## src/rtl/wb_queue.sv

```systemverilog
// Writeback queue: merges load and ALU results in order and drains one per
// cycle onto the register file write port, with bypass lookups for the reads.
module wb_queue #(
    parameter int unsigned XLEN  = 32,
    parameter int unsigned DEPTH = 4,
    parameter int unsigned CW    = $clog2(DEPTH + 1)
) (
    input  logic            clk,
    input  logic            rst,
    input  logic            mem_valid,
    output logic            mem_ready,
    input  logic [4:0]      mem_rd,
    input  logic [XLEN-1:0] mem_data,
    input  logic            alu_valid,
    output logic            alu_ready,
    input  logic [4:0]      alu_rd,
    input  logic [XLEN-1:0] alu_data,
    output logic            we3,
    output logic [4:0]      wa3,
    output logic [XLEN-1:0] wd3,
    input  logic [4:0]      ra1,
    input  logic [4:0]      ra2,
    output logic            byp1_hit,
    output logic [XLEN-1:0] byp1_data,
    output logic            byp2_hit,
    output logic [XLEN-1:0] byp2_data,
    output logic [CW-1:0]   count,
    output logic            full,
    output logic            empty
);

    localparam int unsigned PW = (DEPTH > 1) ? $clog2(DEPTH) : 1;
    localparam int unsigned RW = 5;

    logic [RW-1:0]   rd_q   [DEPTH];
    logic [XLEN-1:0] data_q [DEPTH];

    logic [PW-1:0]   head_q, head_d;
    logic [PW-1:0]   tail_q, tail_d;
    logic [CW-1:0]   count_q, count_d;
    logic            we3_q, we3_d;
    logic [RW-1:0]   wa3_q, wa3_d;
    logic [XLEN-1:0] wd3_q, wd3_d;

    logic            mem_push;
    logic            alu_push;
    logic            pop;
    logic [PW-1:0]   alu_slot;

    // Ready looks only at registered occupancy; a same-cycle pop frees nothing.
    always_comb begin
        mem_ready = !rst && (count_q < CW'(DEPTH));
        alu_ready = !rst &&
                    (({1'b0, count_q} + (CW+1)'(mem_valid)) < (CW+1)'(DEPTH));
    end

    // x0 results complete the handshake but are never stored.
    always_comb begin
        mem_push = mem_valid && mem_ready && (mem_rd != '0);
        alu_push = alu_valid && alu_ready && (alu_rd != '0);
        pop      = (count_q != '0);
        alu_slot = tail_q + PW'(mem_push);
    end

    always_comb begin
        head_d  = pop ? head_q + PW'(1) : head_q;
        tail_d  = tail_q + PW'(mem_push) + PW'(alu_push);
        count_d = count_q + CW'(mem_push) + CW'(alu_push) - CW'(pop);
        we3_d   = pop;
        wa3_d   = wa3_q;
        wd3_d   = wd3_q;
        if (pop) begin
            wa3_d = rd_q[head_q];
            wd3_d = data_q[head_q];
        end
    end

    always_ff @(posedge clk) begin
        if (rst) begin
            head_q  <= '0;
            tail_q  <= '0;
            count_q <= '0;
            we3_q   <= 1'b0;
            wa3_q   <= '0;
            wd3_q   <= '0;
        end else begin
            head_q  <= head_d;
            tail_q  <= tail_d;
            count_q <= count_d;
            we3_q   <= we3_d;
            wa3_q   <= wa3_d;
            wd3_q   <= wd3_d;
        end
    end

    // Mem entry takes the tail slot first so it is older than a same-cycle ALU entry.
    always_ff @(posedge clk) begin
        if (mem_push) begin
            rd_q[tail_q]   <= mem_rd;
            data_q[tail_q] <= mem_data;
        end
        if (alu_push) begin
            rd_q[alu_slot]   <= alu_rd;
            data_q[alu_slot] <= alu_data;
        end
    end

    // Scan oldest to youngest so the last match (youngest) wins.
    always_comb begin
        byp1_hit  = 1'b0;
        byp1_data = '0;
        byp2_hit  = 1'b0;
        byp2_data = '0;
        if (we3_q && (wa3_q == ra1)) begin
            byp1_hit  = 1'b1;
            byp1_data = wd3_q;
        end
        if (we3_q && (wa3_q == ra2)) begin
            byp2_hit  = 1'b1;
            byp2_data = wd3_q;
        end
        for (int unsigned i = 0; i < DEPTH; i++) begin
            if ((CW'(i) < count_q) && (rd_q[head_q + PW'(i)] == ra1)) begin
                byp1_hit  = 1'b1;
                byp1_data = data_q[head_q + PW'(i)];
            end
            if ((CW'(i) < count_q) && (rd_q[head_q + PW'(i)] == ra2)) begin
                byp2_hit  = 1'b1;
                byp2_data = data_q[head_q + PW'(i)];
            end
        end
        if (ra1 == '0) begin
            byp1_hit  = 1'b0;
            byp1_data = '0;
        end
        if (ra2 == '0) begin
            byp2_hit  = 1'b0;
            byp2_data = '0;
        end
    end

    always_comb begin
        we3   = we3_q;
        wa3   = wa3_q;
        wd3   = wd3_q;
        count = count_q;
        full  = (count_q == CW'(DEPTH));
        empty = (count_q == '0);
    end

endmodule

```

## config.mk

```make
export PLATFORM = sky130hd
export DESIGN_NAME = wb_queue
export DESIGN_NICKNAME = d
export VERILOG_FILES = /design/src/rtl/wb_queue.sv
export SDC_FILE = /design/constraint.sdc
export NUM_CORES = 1
export LEC_CHECK = 0
export BUFFER_PORTS_ARGS = -buffer_cell sky130_fd_sc_hd__buf_2
export CORE_MARGIN = 1
export CORE_UTILIZATION = 30
export DETAILED_ROUTE_END_ITERATION = 6
export SETUP_SLACK_MARGIN = 0.02
export SLEW_MARGIN = 20
export SYNTH_ARGS = -nofsm -noshare
export SYNTH_HDL_FRONTEND = slang
export SYNTH_SLANG_ARGS = --single-unit
```

## constraint.sdc

```tcl
create_clock -name clk -period 5.4 [get_ports clk]
set_input_delay 0.27 -clock clk [delete_from_list [all_inputs] [get_ports clk]]
set_output_delay 0.27 -clock clk [all_outputs]
set_load 0.02 [all_outputs]
```

# Word level (Yosys, flattened, before mapping)
# Memories as Yosys holds them, arrays and structs flattened. A register that Yosys moved wholly into a read port is not among the register bits.
# Cells that the tools add are included.
classes:
  n_reduce_logical: 23
  eq_ne: 11
  addsub: 9
  magnitude_cmp: 6
  n_mux: 32
ops:
  columns: ["op", "count"]
  rows:
  - ["$mux W32", 12]
  - ["$eq A5 B5 Y1", 10]
  - ["$logic_and A1 B1 Y1", 16]
  - ["$mux W1", 16]
  - ["$logic_not A5 Y1", 2]
  - ["$reduce_bool A5 Y1", 2]
  - ["$mux W2", 4]
  - ["$add A3 B1 Y3", 2]
  - ["$lt A1 B3 Y1 const A", 2]
  - ["$lt A2 B3 Y1 const A", 2]
  - ["$add A2 B1 Y2", 2]
  - ["$add A2 B2 Y2 const B", 2]
  - ["$add A3 B1 Y4", 1]
  - ["$lt A4 B3 Y1 const B", 1]
  - ["$eq A3 B3 Y1 const B", 1]
  - ["$logic_not A3 Y1", 1]
  - ["$lt A3 B3 Y1 const B", 1]
  - ["$reduce_bool A3 Y1", 1]
  - ["$sub A3 B1 Y3", 1]
  - ["$add A2 B1 Y2 const B", 1]
  - ["$logic_not A1 Y1", 1]
word_totals:
  output_inout_bits: 111
  regBits: 45
  n_memories: 2
  mem_bits_rw: 148
memory_table:
  columns: ["name", "depth", "width", "rd", "rd_ports_with_merged_regs", "wr", "line_no", "rtl"]
  rows:
  - ["data_q", 4, 32, 4, 1, 2, "36", "logic [XLEN-1:0] data_q [DEPTH];"]
  - ["rd_q", 4, 5, 4, 1, 2, "35", "logic [RW-1:0] rd_q [DEPTH];"]

# Logic depth before layout (Yosys ltp)
depth:
  depth_word: 8
  ltp_mapped: 11
  mapped_depth_nobuf: 11

# Least setup slack after synthesis
# No wires, ideal clock.
synth_timing:
  kind: "reg-to-reg"
  startpoint: "reg count_q[2], in the netlist count[2]"
  endpoint: "mem data_q[0][0], enable pin"
  t_required_ps: 4913
  path_slack_ps: 1106
  arrival_time_ps: 3807
  setup_time_ps: 487
  period_less_slack_ps: 4294
  n_path_buf: 0
  stages_incl_launch_ff: 4
  path_cell_list: "dfxtp_1 nor2_1 o211ai_1 o31ai_1"
synth_lines:
  columns: ["element", "line_no", "rtl"]
  rows:
  - ["start: declaration", "40", "logic [CW-1:0] count_q, count_d;"]
  - ["start signal: assignment", "89", "count_q <= count_d;"]
  - ["end: declaration", "36", null]

==> results.py <==
metrics = {
    "worst_setup_path": {
        "crit_fanout": 21,
        "criticalPathCategory": "flip-flop to output pin",
        "max_stage_delay_ns": 0.79,
        "reg2regPathDepth": 8,
        "path_cells": "mux4_2 -> xor2_1 -> nor4_2 -> and2_2 -> buf_4 -> a221oi_2 -> o31ai_2 -> buf_2",
        "cp.arrival_ns": 4.20,
        "worstPathRequired_ns": 5.13,
        "worst_setup_path_start_kind": "flip-flop",
        "reg2reg_slack_ns": 2.31,
        "crit_slowest_cell": "and2_2",
        "end_kind": "output pin",
    },
    "clock_tree": {
        "worstSkewPairLatency_ns": 0.49,
        "cts_setup_buffers": 0,
        "cts_tree": "done",
        "cts_buffers": 17,
        "clkTransAtPathRegs_ns": 0.07,
        "cts_repair_resize_count": 0,
        "root_buffer": "clkbuf_16",
        "htree_levels": 4,
        "cts_hold_buf": 0,
        "cts.sinks": 195,
        "cts.path.max_buffers": 2,
    },
    "timing": {
        "setup_violations": 0,
        "slew_viol_final": 0,
        "hold_viol": 0,
        "finalSetupTns_ns": 0,
        "tightest_slew_ns": 1.23,
        "period_needed_ns": 4.47,
        "fmax_mhz": 224,
        "period_share_pct": 82.8,
        "clock_skew_ns": 0.0109,
        "rsz0062_at_grt": "no",
        "max_slew_margin_pct": 17.5,
    },
    "hold_path": {
        "hold_depth": 2,
        "hold_path.class": "primary input to flip-flop",
    },
    "die": {
        "core_area_um2": 50300,
        "die_area_um2": 51900,
        "start_util_pct": 30.4,
        "die_w_um": 228,
        "ios": 199,
        "die_y_um": 228,
        "rows": 82,
    },
    "detailed_routing": {
        "ant_nets": 0,
        "vias_per_cell": 6.07,
        "totalWireLength_um": 54800,
        "vias": 12140,
        "drtIter0Drc": 1318,
        "post-route-drc-count": 0,
        "avgRoutedWirePerCell_um": 27.4,
        "firstDrtPassIters": 7,
    },
    "final_layout": {
        "drive_above_1_share_pct": 51.4,
        "nNetsFinal": 1409,
        "syn2layout_area_growth_pct": 13.3,
        "fill_cells": 5023,
        "fin_util_pct": 34.5,
    },
    "synthesis": {
        "avgSynthCellArea_um2": 12.8,
        "async_flop_share_pct": 0,
        "ys_top_cells_by_count": "148 x edfxtp_1, 148 x mux2_2, 146 x mux4_2",
        "ys_types": 57,
        "ys_seq_elements": 195,
        "ys.flop_type": "edfxtp_1",
        "synthTopCellsByArea": "edfxtp_1 29%, mux4_2 21%, mux2_2 11%",
        "synth.cell_area_um2": 15300,
        "synth_edf_count": 148,
        "yosysTopAreaCellShare_pct": 29.0,
        "syn_nets": 1289,
        "syn_inst": 1193,
        "synth_area_leader_cell": "edfxtp_1",
        "yosys_warnings": 0,
        "synth.yosys.seq_area_share_pct": 35.2,
    },
    "grt": {
        "grtUsageTotal_pct": 20.9,
        "grt_max_degree": 58,
        "grt_pass1_wl_um": 79900,
        "antenna_found_initial": 2,
        "grt.overflow.total": 0,
        "grt_pass1_vias": 12089,
    },
    "placement": {
        "routabilityCongestion": 0.841,
        "port_buffers": 198,
        "hpwl_um": 35000,
    },
    "power_and_ir_drop": {
        "peakVddDrop_mv": 0.254,
        "p_leak_uw": 0.00584,
        "power_per_cell_area_nw_per_um2": 476,
    },
    "run_status": {
        "outcome": "finished, final reports clean",
    },
    "flow_run": {
        "max_cap_viol_count": 0,
    },
}
layout by cell type (no fill, tap or decap), drive strengths merged, types with 6 or more instances in the layout:
master and n:
or2 31, clkbuf 22, a32oi 64, a221oi 64, nor3 8, ha 6, inv 9, o31ai 68
mux4 146, xnor2 27, buf 230, mux2i 8, nand2 87, nor4 7, nor2 78, a21oi 41
edfxtp 148, xor2 31, mux2 148, dfxtp 47, nand3 6, nor3b 6
report_power, final:
| part | total, uW | leakage, uW | switching (uW) | internal, uW |
|---|---|---|---|---|
| Combinational | 4550 | 0.00385 | 2590 | 1950 |
| Sequential | 2440 | 0.00174 | 478 | 1960 |
| Clock | 1260 | 0.000247 | 618 | 642 |
| Total | 8250 | 0.00584 | 3690 | 4560 |
worst max-delay path, delay by kind of cell (launching register included):
| family | cells | cell delay [ns] |
|---|---|---|
| buf+inv | 2 | 0.67 |
| flops | 1 | 0.62 |
| mux | 1 | 0.61 |
| xor+xnor | 1 | 0.17 |
| compound gates | 2 | 0.41 |
| simple gates | 2 | 1.21 |
sequential cells by signal, summed over array words and instances (netlist names), named ones only:
signal,flops
wa3,5
head_q,2
wd3,32
count,3
we3,1
tail_q,2
data_q,128
rd_q,20
path summary, 6_finish.rpt:
kind                         from                 endpoint
max                     flip-flop             byp1_data[1]
min                  mem_data[30]  data_q[0][30]$_DFFE_PP_
max reg2reg   count[2]$_SDFF_PP0_   data_q[2][2]$_DFFE_PP_
min reg2reg  wd3[22]$_SDFFE_PP0N_     wd3[22]$_SDFFE_PP0N_
through the flow:
step                      cell area (um^2)  worst slack (ns)  hold slack [ns]  power, uW  cells
after floorplan                      15300              1.11            0.490       5740   1193
after global placement               16800              1.48            0.484       6930   1966
after detailed placement             16800              1.47            0.488       7000   1966
after CTS                            17300             0.915           0.0821       8280   1998
after global routing                 17300             0.731            0.108       8670   1998
final                                17300             0.928            0.125       8250   1999
cell families (layout without fill, tap and decap cells):
group | after synthesis | after routing | synth area share [%]
fa+ha+maj | 8 | 8 | 0.752
buf+inv | 138 | 271 | 5.02
flops | 195 | 195 | 35.2
compound gates | 250 | 250 | 15.1
mux | 302 | 302 | 33.1
other cells | 0 | 1 | 0
simple gates | 242 | 242 | 7.54
xor+xnor | 58 | 58 | 3.37
final cells by class:
type | count | area (um^2) | area share, %
repair buffers | 230 | 1230 | 7.10
clock buffers | 22 | 454 | 2.62
well taps | 672 | 841 | 4.85
multi-input cells | 860 | 9290 | 53.6
diodes | 1 | 2.50 | 0.0144
inverters | 9 | 33.8 | 0.195
flip-flops and latches | 195 | 5400 | 31.1
clock inverters | 10 | 85.1 | 0.491
layer usage:
metal  part of all wire, %  up-vias  track usage (%)
met5                     0        -                0
met4                   2.4        0             7.42
met3                   7.2       96             3.44
met2                    49      655             34.7
met1                    42     6269             27.3
li1                      -     5120                -
Note: power is estimated with default switching activity, not from simulation.
